==> src/rtl/softex_den_inv_arbiter.sv <==
// Round-robin share of one softex_den_inverter between N_REQ lanes.
// Issue IDs ride an in-order FIFO so results route back to their issuer.
module softex_den_inv_arbiter #(
  parameter int N_REQ        = 4,
  parameter int WIDTH        = 32,
  parameter int MAX_INFLIGHT = 4
) (
  input  logic                   clk_i,
  input  logic                   rst_i,
  input  logic                   clear_i,
  input  logic [N_REQ-1:0]       req_valid_i,
  output logic [N_REQ-1:0]       req_ready_o,
  input  logic [N_REQ*WIDTH-1:0] req_den_i,
  output logic [N_REQ-1:0]       resp_valid_o,
  input  logic [N_REQ-1:0]       resp_ready_i,
  output logic [WIDTH-1:0]       resp_inv_o,
  output logic                   inv_valid_o,
  input  logic                   inv_ready_i,
  output logic [WIDTH-1:0]       inv_den_o,
  input  logic                   inv_valid_i,
  output logic                   inv_ready_o,
  input  logic [WIDTH-1:0]       inv_res_i,
  output logic                   inv_clear_o,
  output logic                   busy_o,
  output logic                   err_o
);

  localparam int IDW = (N_REQ > 1) ? $clog2(N_REQ) : 1;
  localparam int PW  = (MAX_INFLIGHT > 1) ? $clog2(MAX_INFLIGHT) : 1;
  localparam int CW  = $clog2(MAX_INFLIGHT + 1);

  logic [IDW-1:0] rr_q, rr_d;
  logic           lock_q, lock_d;
  logic [IDW-1:0] lock_id_q, lock_id_d;
  logic [IDW-1:0] fifo_q [MAX_INFLIGHT];
  logic [IDW-1:0] fifo_d [MAX_INFLIGHT];
  logic [PW-1:0]  wr_ptr_q, wr_ptr_d;
  logic [PW-1:0]  rd_ptr_q, rd_ptr_d;
  logic [CW-1:0]  count_q, count_d;
  logic           err_q, err_d;

  logic           soft_rst;
  logic           full;
  logic           empty;
  logic           found;
  logic [IDW-1:0] cand;
  logic [IDW-1:0] rr_grant;
  logic [IDW-1:0] grant;
  logic [IDW-1:0] head;
  logic           head_ready;
  logic           push;
  logic           pop;
  int             idx;

  assign soft_rst    = rst_i | clear_i;
  assign inv_clear_o = soft_rst;
  assign full        = (count_q == CW'(MAX_INFLIGHT));
  assign empty       = (count_q == '0);
  assign busy_o      = ~empty;
  assign err_o       = err_q;
  assign head        = fifo_q[rd_ptr_q];

  // first valid requester at or after the rr pointer
  always_comb begin
    rr_grant = '0;
    found    = 1'b0;
    cand     = '0;
    idx      = 0;
    for (int i = 0; i < N_REQ; i++) begin
      idx  = (int'(rr_q) + i) % N_REQ;
      cand = IDW'(idx);
      if (!found && req_valid_i[cand]) begin
        found    = 1'b1;
        rr_grant = cand;
      end
    end
  end

  assign grant       = lock_q ? lock_id_q : rr_grant;
  assign inv_valid_o = lock_q | (found & ~full);
  assign push        = inv_valid_o & inv_ready_i;

  always_comb begin
    inv_den_o   = '0;
    req_ready_o = '0;
    for (int i = 0; i < N_REQ; i++) begin
      if (grant == IDW'(i)) begin
        inv_den_o      = req_den_i[i*WIDTH +: WIDTH];
        req_ready_o[i] = push;
      end
    end
  end

  always_comb begin
    head_ready   = 1'b0;
    resp_valid_o = '0;
    for (int i = 0; i < N_REQ; i++) begin
      if (head == IDW'(i)) begin
        head_ready      = resp_ready_i[i];
        resp_valid_o[i] = inv_valid_i & ~empty;
      end
    end
  end

  assign resp_inv_o  = inv_res_i;
  assign inv_ready_o = empty ? 1'b1 : head_ready;
  assign pop         = inv_valid_i & ~empty & head_ready;

  always_comb begin
    rr_d      = rr_q;
    lock_d    = lock_q;
    lock_id_d = lock_id_q;
    fifo_d    = fifo_q;
    wr_ptr_d  = wr_ptr_q;
    rd_ptr_d  = rd_ptr_q;
    count_d   = count_q;
    err_d     = err_q;
    if (push) begin
      fifo_d[wr_ptr_d] = grant;
      wr_ptr_d = (wr_ptr_q == PW'(MAX_INFLIGHT - 1)) ? '0 : wr_ptr_q + 1'b1;
      rr_d     = (grant == IDW'(N_REQ - 1)) ? '0 : grant + 1'b1;
      lock_d   = 1'b0;
    end else if (inv_valid_o) begin
      lock_d    = 1'b1;
      lock_id_d = grant;
    end
    if (pop) begin
      rd_ptr_d = (rd_ptr_q == PW'(MAX_INFLIGHT - 1)) ? '0 : rd_ptr_q + 1'b1;
    end
    if (push && !pop) begin
      count_d = count_q + 1'b1;
    end else if (pop && !push) begin
      count_d = count_q - 1'b1;
    end
    if (inv_valid_i && empty) begin
      err_d = 1'b1;
    end
  end

  always_ff @(posedge clk_i) begin
    if (soft_rst) begin
      rr_q      <= '0;
      lock_q    <= 1'b0;
      lock_id_q <= '0;
      wr_ptr_q  <= '0;
      rd_ptr_q  <= '0;
      count_q   <= '0;
      err_q     <= 1'b0;
      for (int i = 0; i < MAX_INFLIGHT; i++) begin
        fifo_q[i] <= '0;
      end
    end else begin
      rr_q      <= rr_d;
      lock_q    <= lock_d;
      lock_id_q <= lock_id_d;
      wr_ptr_q  <= wr_ptr_d;
      rd_ptr_q  <= rd_ptr_d;
      count_q   <= count_d;
      err_q     <= err_d;
      fifo_q    <= fifo_d;
    end
  end

endmodule

==> config.mk <==
export PLATFORM = sky130hd
export DESIGN_NAME = softex_den_inv_arbiter
export DESIGN_NICKNAME = d
export VERILOG_FILES = /design/src/rtl/softex_den_inv_arbiter.sv
export SDC_FILE = /design/constraint.sdc
export NUM_CORES = 1
export LEC_CHECK = 0
export BUFFER_PORTS_ARGS = -buffer_cell sky130_fd_sc_hd__buf_2
export CAP_MARGIN = 20
export CORE_AREA = 2 2 98 100
export DETAILED_ROUTE_END_ITERATION = 7
export DIE_AREA = 0 0 100 102
export GPL_ROUTABILITY_DRIVEN = 0
export PLACE_DENSITY = 0.67
export SYNTH_ARGS = -nofsm -noshare
export SYNTH_HDL_FRONTEND = slang
export SYNTH_SLANG_ARGS = --single-unit
==> constraint.sdc <==
create_clock -name clk_i -period 6.1 [get_ports clk_i]
set_input_delay 1.83 -clock clk_i [delete_from_list [all_inputs] [get_ports clk_i]]
set_output_delay 1.83 -clock clk_i [all_outputs]
set_load 0.02 [all_outputs]
==> results of run 1 <==
kinds of logic after synthesis:
family / Yosys count / synth area share
fa+ha+maj: 11 / 0.0577
buf+inv: 70 / 0.155
flops: 21 / 0.167
simple gates: 138 / 0.282
compound gates: 134 / 0.296
xor+xnor: 2 / 0.00696
mux: 6 / 0.0353
cells in the mapped netlist, types with 3 or more instances:
library cell  instances
dfxtp_1              21
buf_4                32
inv_1                 9
and3_1                4
nor2_1               11
o21ai_0              36
a21oi_1              82
nand3_1               3
nand3b_1             32
mux2i_1               3
a311oi_1              8
clkbuf_1             24
ha_1                 10
nand2_1              75
final timing paths:
kind / slack [ns] / end / start / cells past startpoint
setup reg to reg: 3.28 / count_q[2]$_SDFFE_PP0P_ / rd_ptr_q[1]$_SDFFE_PP0P_ / 10
hold / removal: 0.47 / err_o$_SDFFE_PP0P_ / err_o$_SDFFE_PP0P_ / 2
setup / recovery: 0.28 / inv_den_o[1] / req_valid_i[2] / 11
hold reg to reg: 0.47 / err_o$_SDFFE_PP0P_ / err_o$_SDFFE_PP0P_ / 2
critical path, delay by kind of cell:
family | cells | cell delay (ns)
and+or+nand+nor | 1 | 0.06
adders and majority gates | 1 | 0.26
AOI/OAI and AO/OA | 5 | 1.03
buffers and inverters | 4 | 0.77
state kept, by name, summed over array words and instances, names as in the netlist:
name	cells
count_q	3
err_o	1
fifo_q	8
lock_id_q	2
lock_q	1
rd_ptr_q	2
rr_q	2
wr_ptr_q	2
area by class of cell:
| cell class | instances | area, um2 | area share |
|---|---|---|---|
| multi-input combinational | 291 | 1720 | 0.508 |
| clock buffer | 3 | 41.3 | 0.0122 |
| clock inverter | 1 | 5.00 | 0.00147 |
| inverter | 11 | 41.3 | 0.0122 |
| tap | 111 | 139 | 0.0409 |
| antenna | 2 | 5.00 | 0.00147 |
| sequential | 21 | 420 | 0.124 |
| timing repair buffer | 191 | 1020 | 0.301 |
power groups by stage:
stage | Clock (mW) | Combinational [mW] | Sequential, mW
2_1_floorplan | 0 | 0.250 | 0.150
3_3_place_gp | 0 | 0.352 | 0.150
3_5_place_dp | 0 | 0.356 | 0.151
4_1_cts | 0.0928 | 0.359 | 0.147
5_1_grt | 0.0984 | 0.394 | 0.148
6_report | 0.0910 | 0.356 | 0.147
per-layer routing:
| layer | up-vias | routed length (um) | track usage |
|---|---|---|---|
| met5 | - | 0 | 0 |
| met4 | 0 | 65 | 0.0263 |
| met3 | 10 | 751 | 0.0438 |
| met2 | 134 | 4350 | 0.292 |
| met1 | 1388 | 3840 | 0.205 |
| li1 | 1572 | - | - |
what timing repair did:
action                     4_1_cts  5_1_grt
setup endpoints to repair        0        1
buffers inserted                 0        0
gates resized for setup          0        1
==> impl_metrics.py, run 1 <==
metrics = {
    "setup_path": {
        "max_stage_delay_ns": 0.47,
        "critPathArrivalTime_ns": 3.99,
        "startpoint_type": "input pin",
        "path_common_cell": "a21oi_1",
        "crit_type": "in2out",
        "crit_required_ns": 4.27,
        "slowest_stage": "o41ai_4",
        "worstPathCellList": "buf_2 > nand2b_1 > a21oi_1 > o41ai_4 > inv_1 > ha_2 > buf_12 > a21oi_1 > a21oi_1 > o21ai_0 > buf_2",
        "cp_max_fo": 65,
        "crit_path_end_kind": "primary output",
    },
    "run": {
        "drv_cap": 0,
    },
    "clock_network": {
        "cts_tree": "built",
        "worstSkewPairLatency_ns": 0.26,
        "hold_buffers": 0,
        "htreeDepth": 1,
        "path_clk_slew_ns": 0.08,
        "cts.sink_count": 21,
        "clockBufferDepth": 2,
        "cts_root_buf": "clkbuf_8",
        "cts_buffers": 3,
    },
    "power_and_ir_drop": {
        "combPwrFrac": 0.599,
        "power_density_nw_per_um2": 175,
        "switching_power_mw": 0.263,
        "leakage_nw": 1.57,
        "irDropWorstVdd_mv": 0.100,
        "power_mw": 0.595,
        "pwr-share-clk": 0.153,
        "sequentialPowerShare": 0.248,
        "internal-power_mw": 0.332,
        "switching_share": 0.442,
    },
    "cells_and_area": {
        "stdcell_count": 631,
        "num-fill-cells": 984,
        "final_util": 0.373,
        "final_cell_mix": "buf_2, a21oi_1, nand2_1",
        "fin_nets": 703,
        "layout_commonest_cell": "buf_2",
        "fin_area_um2": 3400,
        "syn_to_final_growth_pct": 34.9,
        "drive_above_1_share": 0.402,
    },
    "synth": {
        "syn-num-nets": 566,
        "async_flop_share": 0,
        "yosysUniqueCellTypes": 39,
        "synth-main-ff-cell": "dfxtp_1",
        "synth_cells": 382,
        "synth_area_leaders": "dfxtp_1, a21oi_1, nand2_1, buf_4, nand3b_1",
        "yosysTopAreaCellShare": 0.167,
        "ys_ff_latch": 21,
        "yosysTopAreaCell": "dfxtp_1",
        "synth-edff-count": 0,
        "syn_area_um2": 2520,
        "avgSynthCellArea_um2": 6.59,
        "synth-seq-area-share": 0.167,
        "ys.warnings.count": 0,
    },
    "timing": {
        "setup_viol": 0,
        "rsz0062_at_grt": "no",
        "slew_violations": 0,
        "hold_viol_final": 0,
        "fin_crit_ns": 5.82,
        "setup_slack_ns": 0.285,
        "tightest_slew_ns": 0.517,
        "skew_ns": 0.00732,
        "max_freq_mhz": 172,
        "hold_ws_ns": 0.468,
        "max-slew-margin-rel": 0.654,
        "fin_crit_sh": 0.953,
        "setup_tns_ns": 0,
    },
    "route": {
        "drc": 0,
        "via_per_inst": 4.92,
        "vias": 3104,
        "route.detailed.wl_per_inst_um": 14.3,
        "drt_iter0_drc": 120,
        "routed_wirelength_um": 9010,
        "first_pass_iters": 4,
        "ant_nets": 0,
    },
    "grt": {
        "grt.total_usage": 0.165,
        "grt_pass1_vias": 2955,
        "antenna_found_initial": 1,
        "grt_pass1_wl_um": 13800,
        "grt_overflow": 0,
        "grt_start_max_net_pins": 66,
    },
    "outcome": {
        "status": "finished, final reports clean",
    },
    "place": {
        "dp_slack_ns": 0.256,
        "io_buffers": 185,
        "dp_hpwl_um": 7260,
        "placed_area_um2": 3340,
        "placed_cells": 625,
    },
    "floorplan": {
        "initial_core_util": 0.276,
        "core_area_um2": 9110,
        "rows": 35,
        "dieArea_um2": 10200,
        "io_pins": 250,
        "die_x_um": 100,
        "die_y_um": 102,
    },
    "min_path": {
        "hold_class": "reg2reg",
    },
}
Note: power is estimated with default switching activity, not from simulation.
==> run 2: changes to the inputs <==
==> constraint.sdc (replaced) <==
create_clock -name clk_i -period 6.91 [get_ports clk_i]
set_input_delay 2.073 -clock clk_i [delete_from_list [all_inputs] [get_ports clk_i]]
set_output_delay 2.073 -clock clk_i [all_outputs]
set_load 0.02 [all_outputs]
==> impl_metrics.py, run 2 (same netlist as run 1, synthesis figures left out) <==
metrics = {
    "clock_network": {
        "worstSkewPairLatency_ns": 0.26,
        "cts.sink_count": 21,
        "path_clk_slew_ns": 0.07,
        "hold_buffers": 0,
        "cts_root_buf": "clkbuf_8",
        "post_cts_buffers": 0,
        "cts_buffers": 3,
        "ctsResizeCount": 0,
        "cts_tree": "built",
        "clockBufferDepth": 2,
        "htreeDepth": 1,
    },
    "floorplan": {
        "die_x_um": 100,
        "io_pins": 250,
        "rows": 35,
        "initial_core_util": 0.276,
        "die_y_um": 102,
        "dieArea_um2": 10200,
        "core_area_um2": 9110,
    },
    "cells_and_area": {
        "drive_above_1_share": 0.397,
        "top_register": "fifo_q",
        "final_cell_mix": "buf_2, a21oi_1, nand2_1",
        "num-fill-cells": 976,
        "seq_area_um2": 420,
        "fin_area_um2": 3340,
        "final_util": 0.367,
        "multiInputGateArea_um2": 1710,
        "largest_reg_flops": 8,
        "syn_to_final_growth_pct": 32.8,
        "layout_commonest_cell": "buf_2",
        "fin_nets": 701,
        "reg_top3": "fifo_q: 8 flops, count_q: 3 flops",
    },
    "setup_path": {
        "worstPathCellList": "buf_2 > mux2i_1 > nor2_1 > o41ai_4 > inv_1 > ha_1 > buf_4 > nand3b_1 > a21oi_1 > a21oi_1 > o21ai_0 > buf_2",
        "crit_required_ns": 4.84,
        "crit_family": "buffers and inverters",
        "critPathArrivalTime_ns": 4.20,
        "cp_max_fo": 33,
        "crit_type": "in2out",
        "crit_path_end_kind": "primary output",
        "critPathBufInv": 4,
        "startpoint_type": "input pin",
        "max_stage_delay_ns": 0.40,
        "slowest_stage": "o41ai_4",
    },
    "run": {
        "drv_cap": 0,
    },
    "place": {
        "io_buffers": 185,
        "dp_slack_ns": 0.637,
        "dp_hpwl_um": 7190,
        "placed_area_um2": 3300,
    },
    "route": {
        "route.detailed.wl_per_inst_um": 14.0,
        "ant_nets": 0,
        "via_per_inst": 4.93,
        "vias": 3098,
        "routed_wirelength_um": 8780,
        "drt_iter0_drc": 142,
        "first_pass_iters": 4,
        "drc": 0,
    },
    "grt": {
        "grt_pass1_wl_um": 13600,
        "grt_overflow": 0,
        "grt_start_max_net_pins": 66,
        "grt_pass1_vias": 2894,
        "antenna_found_initial": 1,
        "grt.total_usage": 0.163,
    },
    "outcome": {
        "status": "finished, final reports clean",
    },
    "power_and_ir_drop": {
        "leakage_nw": 1.55,
        "irDropWorstVdd_mv": 0.0601,
        "power_density_nw_per_um2": 154,
    },
    "timing": {
        "skew_ns": 0.00214,
        "max_freq_mhz": 159,
        "setup_slack_ns": 0.636,
        "max-slew-margin-rel": 0.632,
        "tightest_slew_ns": 0.551,
        "rsz0062_at_grt": "no",
        "setup_viol": 0,
        "fin_crit_ns": 6.27,
        "slew_violations": 0,
        "setup_tns_ns": 0,
        "fin_crit_sh": 0.908,
        "hold_viol_final": 0,
    },
    "min_path": {
        "hold_class": "reg2reg",
    },
}
==> run 2: cell type report <==
type,count,share of cell area
flip-flops and latches,21,0.126
diodes,1,0.000749
multi-input cells,291,0.513
repair buffers,189,0.293
clock buffers,4,0.0135
inverters,11,0.0124
well taps,111,0.0415
==> run 2: power by group <==
| part | total [mW] | switching, mW | internal, mW |
|---|---|---|---|
| registers | 0.130 | 0.00452 | 0.126 |
| logic | 0.305 | 0.184 | 0.122 |
| clock network | 0.0797 | 0.0387 | 0.0410 |
| total | 0.515 | 0.227 | 0.288 |
==> run 2: final timing paths <==
| kind | start | endpoint | slack, ns | cells after the start |
|---|---|---|---|---|
| worst min-delay path | err_o$_SDFFE_PP0P_ | err_o$_SDFFE_PP0P_ | 0.47 | 2 |
| worst max-delay path | req_valid_i[0] | inv_den_o[20] | 0.64 | 12 |
| worst max register to register | rd_ptr_q[1]$_SDFFE_PP0P_ | count_q[2]$_SDFFE_PP0P_ | 4.11 | 10 |
| worst min register to register | err_o$_SDFFE_PP0P_ | err_o$_SDFFE_PP0P_ | 0.47 | 2 |
==> run 2: worst reg2reg max path: stages, from the launching register on <==
cell and delay (ns):
dfxtp_1 0.40, mux4_2 0.61, mux2i_2 0.26, o22ai_2 0.16, inv_1 0.08, ha_1 0.17
inv_1 0.06, fa_1 0.37, xor2_1 0.18, or3_1 0.30, a21oi_1 0.14
==> run 2: layer usage <==
layer,vias to the layer above,routed length [um],track usage
met1,1366,3830,0.214
met3,10,707,0.0342
met5,-,13,0
met2,152,4160,0.284
li1,1568,-,-
met4,2,67,0.0232
==> run 2: stage by stage <==
step                power [mW]  instances  hold WS, ns
global route             0.560        627        0.499
floorplan                0.353        382        0.462
global placement         0.436        623        0.446
finish                   0.515        628        0.468
CTS                      0.522        627        0.476
detailed placement       0.440        623        0.455
